[src/rtl/unidad_pkg.sv]
// unidad_pkg: shared types and constants for the unidad_control microsequencer.
// The PAUSE state exists only when UC_SINGLE_STEP_EN is defined.
package unidad_pkg;

    typedef enum logic [3:0] {
        OP_NOP  = 4'h0,
        OP_ALU  = 4'h1,
        OP_SHF  = 4'h2,
        OP_LDI  = 4'h3,
        OP_OUT  = 4'h4,
        OP_JMP  = 4'h8,
        OP_JZ   = 4'h9,
        OP_JC   = 4'hA,
        OP_JN   = 4'hB,
        OP_JV   = 4'hC,
        OP_HALT = 4'hF
    } op_e;

    typedef enum logic [2:0] {
        S_IDLE,
        S_FETCH,
        S_DECODE,
        S_EXEC,
        S_HALT
`ifdef UC_SINGLE_STEP_EN
        , S_PAUSE
`endif
    } state_e;

    typedef struct packed {
        logic [1:0] a;
        logic [1:0] b;
        logic [1:0] d;
        logic       we;
        logic       mb;
        logic [3:0] alu;
        logic [1:0] sh;
        logic       mf;
        logic       md;
    } control_t;

    localparam logic [3:0]  ALU_PASS_A = 4'h0;
    localparam int          FLAG_C     = 0;
    localparam int          FLAG_Z     = 1;
    localparam int          FLAG_N     = 2;
    localparam int          FLAG_V     = 3;
    localparam logic [15:0] CTRL_IDLE  = 16'h0000;

endpackage

[src/rtl/decodificador_instr.sv]
// decodificador_instr: combinational decode of one 16-bit instruction into a
// datapath control word, immediate and jump/flag qualifiers.
module decodificador_instr
    import unidad_pkg::*;
(
    input  logic [15:0] instr,
    output control_t    ctrl,
    output logic [3:0]  datain,
    output logic        is_jump,
    output logic [3:0]  jump_cond,
    output logic [7:0]  jump_target,
    output logic        writes_flags,
    output logic        is_out,
    output logic        is_halt
);

    assign jump_target = instr[7:0];

    // jump_cond is a mask over {V,N,Z,C}; an empty mask means unconditional
    always_comb begin
        ctrl         = '0;
        datain       = 4'h0;
        is_jump      = 1'b0;
        jump_cond    = 4'h0;
        writes_flags = 1'b0;
        is_out       = 1'b0;
        is_halt      = 1'b0;
        case (instr[15:12])
            OP_ALU: begin
                ctrl.a       = instr[9:8];
                ctrl.b       = instr[7:6];
                ctrl.d       = instr[11:10];
                ctrl.we      = 1'b1;
                ctrl.alu     = instr[3:0];
                writes_flags = 1'b1;
            end
            OP_SHF: begin
                ctrl.a       = instr[9:8];
                ctrl.d       = instr[11:10];
                ctrl.we      = 1'b1;
                ctrl.mf      = 1'b1;
                ctrl.sh      = instr[1:0];
                ctrl.alu     = ALU_PASS_A;
                writes_flags = 1'b1;
            end
            OP_LDI: begin
                ctrl.d  = instr[11:10];
                ctrl.we = 1'b1;
                ctrl.md = 1'b1;
                datain  = instr[3:0];
            end
            OP_OUT: begin
                ctrl.b = instr[7:6];
                ctrl.mb = 1'b1;
                is_out = 1'b1;
            end
            OP_JMP: is_jump = 1'b1;
            OP_JZ: begin
                is_jump           = 1'b1;
                jump_cond[FLAG_Z] = 1'b1;
            end
            OP_JC: begin
                is_jump           = 1'b1;
                jump_cond[FLAG_C] = 1'b1;
            end
            OP_JN: begin
                is_jump           = 1'b1;
                jump_cond[FLAG_N] = 1'b1;
            end
            OP_JV: begin
                is_jump           = 1'b1;
                jump_cond[FLAG_V] = 1'b1;
            end
            OP_HALT: is_halt = 1'b1;
            default: ;
        endcase
    end

endmodule

[src/rtl/unidad_control.sv]
// unidad_control: FETCH/DECODE/EXEC microsequencer feeding unidad_procesadora.
// Define UC_SINGLE_STEP_EN to add the step input and the PAUSE state.
module unidad_control
    import unidad_pkg::*;
#(
    parameter int PC_W = 4
) (
    input  logic            clk,
    input  logic            rst_n,
    input  logic            start,
    output logic [PC_W-1:0] instr_addr,
    input  logic [15:0]     instr,
    input  logic [3:0]      flags,
    output logic [15:0]     control,
    output logic [3:0]      datain_out,
    output logic            out_valid,
    output logic            busy,
    output logic            halted
`ifdef UC_SINGLE_STEP_EN
    ,
    input  logic            step
`endif
);

`ifdef UC_SINGLE_STEP_EN
    localparam state_e AFTER_EXEC = S_PAUSE;
`else
    localparam state_e AFTER_EXEC = S_FETCH;
`endif

    state_e          state, state_n;
    logic [PC_W-1:0] pc, pc_n;
    logic [3:0]      flag_reg, flag_n;
    logic [15:0]     instr_reg, instr_n;
    control_t        dec_ctrl;
    logic [3:0]      dec_datain;
    logic            is_jump, writes_flags, is_out, is_halt, taken, exec;
    logic [3:0]      jump_cond;
    logic [7:0]      jump_target;

    decodificador_instr u_dec (
        .instr       (instr_reg),
        .ctrl        (dec_ctrl),
        .datain      (dec_datain),
        .is_jump     (is_jump),
        .jump_cond   (jump_cond),
        .jump_target (jump_target),
        .writes_flags(writes_flags),
        .is_out      (is_out),
        .is_halt     (is_halt)
    );

    // outputs decode straight from state so an async reset drops the write at once
    assign exec       = state == S_EXEC;
    assign taken      = is_jump && (jump_cond == 4'h0 || |(jump_cond & flag_reg));
    assign instr_addr = pc;
    assign control    = exec ? dec_ctrl : CTRL_IDLE;
    assign datain_out = exec ? dec_datain : 4'h0;
    assign out_valid  = exec && is_out;
    assign busy       = state == S_FETCH || state == S_DECODE || state == S_EXEC;
    assign halted     = state == S_HALT;

    always_comb begin
        state_n = state;
        pc_n    = pc;
        flag_n  = flag_reg;
        instr_n = instr_reg;
        case (state)
            S_IDLE, S_HALT: begin
                state_n = start ? S_FETCH : state;
                pc_n    = start ? '0 : pc;
            end
            S_FETCH: state_n = S_DECODE;
            S_DECODE: begin
                state_n = S_EXEC;
                instr_n = instr;
            end
            S_EXEC: begin
                state_n = is_halt ? S_HALT : AFTER_EXEC;
                pc_n    = taken ? PC_W'(jump_target) : pc + PC_W'(1);
                flag_n  = writes_flags ? flags : flag_reg;
            end
`ifdef UC_SINGLE_STEP_EN
            S_PAUSE: begin
                state_n = (start || step) ? S_FETCH : S_PAUSE;
                pc_n    = start ? '0 : pc;
            end
`endif
            default: state_n = S_IDLE;
        endcase
    end

    always_ff @(posedge clk or negedge rst_n) begin
        if (!rst_n) begin
            state     <= S_IDLE;
            pc        <= '0;
            flag_reg  <= 4'h0;
            instr_reg <= 16'h0000;
        end else begin
            state     <= state_n;
            pc        <= pc_n;
            flag_reg  <= flag_n;
            instr_reg <= instr_n;
        end
    end

endmodule

[config.mk]
export PLATFORM = sky130hd
export DESIGN_NAME = unidad_control
export DESIGN_NICKNAME = d
export VERILOG_FILES = /design/src/rtl/unidad_pkg.sv /design/src/rtl/decodificador_instr.sv /design/src/rtl/unidad_control.sv
export SDC_FILE = /design/constraint.sdc
export NUM_CORES = 1
export LEC_CHECK = 0
export ABC_AREA = 1
export BUFFER_PORTS_ARGS = -buffer_cell sky130_fd_sc_hd__buf_2
export CAP_MARGIN = 20
export CORE_MARGIN = 2
export CORE_UTILIZATION = 50
export DETAILED_ROUTE_END_ITERATION = 8
export PLACE_DENSITY = 0.78
export SYNTH_ARGS = -nofsm -noshare
export SYNTH_HDL_FRONTEND = slang
export SYNTH_HIERARCHICAL = 1
export SYNTH_SLANG_ARGS = --single-unit
export TNS_END_PERCENT = 30
[constraint.sdc]
create_clock -name clk -period 1.81 [get_ports clk]
set_input_delay 0.181 -clock clk [delete_from_list [all_inputs] [get_ports clk]]
set_output_delay 0.181 -clock clk [all_outputs]
set_load 0.1 [all_outputs]
==> results.toml <==
[status]
status = "finished with violations"
failed_checks = "setup timing"

[clock_tree]
cts_max_level = 1
cts_tree = "done"
clock_sinks = 25
clk_path_buf_depth = 2
cts-root-buf = "clkbuf_4"
numCtsBuffers = 3
path_clk_slew_ns = 0.15
clock_latency_ns = 0.32

[floorplan]
dieArea_sq_mm = 0.00369
start_util = 0.527
coreArea_sq_mm = 0.00305
dieWidth_microns = 60.7
die_h_microns = 60.7
io_pins = 50
rows = 20

[timing]
fin_setup_tns_ns = -0.191
fin_ws_ns = -0.0451
maxSlewHeadroom = 0.642
worst_slew_pin_slew_ns = 0.538
final_hold_viol_count = 0
setup_violations = 9
max_clock_freq_mhz = 539
min_period_over_period = 1.02
fin_crit_ns = 1.86
rsz0062_at_grt = "true"
slew_viol_final = 0
skew_ns = 0.0198

[yosys]
synth_cells = 218
ys_warn_count = 6
synth_fp_nets = 242
synth_area_sq_mm = 0.00161
avgSynthCellArea_sq_um = 7.38

[layout]
largest_register_ffs = 14
nNetsFinal = 294
final_common_cell = "inv_1"
n_antenna_cell = 0
areaGrowthSynthToFinish_pct = 46.9
layout_common_cells = "inv_1 (46), nand2_1 (37), buf_2 (26)"
n_fill_cell = 196
drive_gt1_frac = 0.431

[pwr]
seqPwrFrac = 0.280
total_leakage_power_nw = 1.16
switching_share = 0.537
p_clk_frac = 0.063
combPwrFrac = 0.657
intPower_mw = 1.83
vdd_drop_max_v = 0.00123
power_density_mw_per_mm2 = 1680
switchingPower_mw = 2.13

[global_route]
grt_pass1_wl_microns = 5190
grt_pass1_vias = 1225
grt_max_degree = 26
grt_antenna_before_repair = 0
grtUsageTotal = 0.188
overflow = 0

[placed_design]
dpl_worst_slack_ns = 0.197
io_buffers = 47
dp_hpwl_microns = 2520
finalWeightedCongestion = 0.778

[flow_run]
cap_violations = 0

[setup_path]
required_ns = 1.63
crit_fanout = 6
timing_worst_setup_path_type = "flop to primary output"
start_kind = "flop"
worst_setup_path_end_kind = "primary output"
critical_path_arrival_ns = 1.67

[detailed_routing]
drtPass1Iterations = 5
drc = 0
routedWlPerCell_microns = 11.0
routed_via_density = 4.64
num_vias = 1453
drt.antenna.violating_nets = 0
drt_iter0_markers = 49
postRouteWirelength_microns = 3440

[hold_path]
hold_class = "primary input to flop"
==> cell type report <==
| cell class | instances | area [sq um] | area share |
|---|---|---|---|
| Multi-Input combinational cell | 133 | 827 | 0.350 |
| Sequential cell | 25 | 629 | 0.266 |
| Timing Repair Buffer | 55 | 626 | 0.265 |
| Inverter | 52 | 198 | 0.0837 |
| Tap cell | 44 | 55.1 | 0.0233 |
| Clock buffer | 3 | 22.5 | 0.00953 |
| Clock inverter | 1 | 5.00 | 0.00212 |
==> through the flow <==
stage / area, sq um / total power, mW / utilization / instances / hold slack (ns)
after global routing: 2360 / 4.23 / 0.774 / 313 / 0.0525
after floorplan: 1670 / 3.03 / - / 218 / -0.115
final: 2360 / 3.96 / 0.774 / 313 / 0.0791
after detailed placement: 2230 / 3.50 / 0.732 / 302 / 0.194
after CTS: 2300 / 3.81 / 0.755 / 308 / 0.0868
after global placement: 2230 / 3.43 / 0.732 / 302 / 0.190
==> final timing paths <==
check | slack (ns) | from | cells past startpoint | to
setup / recovery | -0.05 | instr_reg[15] | 6 | control[12]
hold / removal | 0.08 | instr[10] | 2 | instr_reg[10]
min in group asynchronous | 0.34 | rst_n | 2 | state[1]
max in group asynchronous | 1.08 | rst_n | 2 | flag_reg[3]
setup reg to reg | 0.01 | instr_reg[14] | 12 | instr_addr[2]
hold reg to reg | 0.50 | flag_reg[2] | 2 | flag_reg[2]
==> worst max-delay path, stage by stage, from the launching register on <==
cell and delay (ns):
dfrtp_2 0.48, nor2_2 0.16, nand3_2 0.16, a21oi_1 0.16, inv_1 0.06, nor2_2 0.14, buf_12 0.19
==> power groups by stage <==
stage	registers, mW	clock network [mW]	logic [mW]
detailed placement	1.10	0	2.40
global route	1.14	0.293	2.79
finish	1.11	0.249	2.60
global placement	1.08	0	2.35
CTS	1.10	0.245	2.46
floorplan	1.29	0	1.75
==> timing repair <==
action	in CTS	in global routing
hold buffers	1	0
setup endpoints to repair	9	21
cloned	0	0
resized for setup	8	7
pin swaps	2	8
hold endpoints to repair	25	0
buffers inserted	1	5
==> metal layers <==
metal	track usage	up-vias	wire length [microns]
met2	0.341	48	1790
met5	0	-	0
met4	0.0590	0	72
met1	0.228	650	1440
li1	-	747	-
met3	0.0320	8	130
Note: power is estimated with default switching activity, not from simulation.
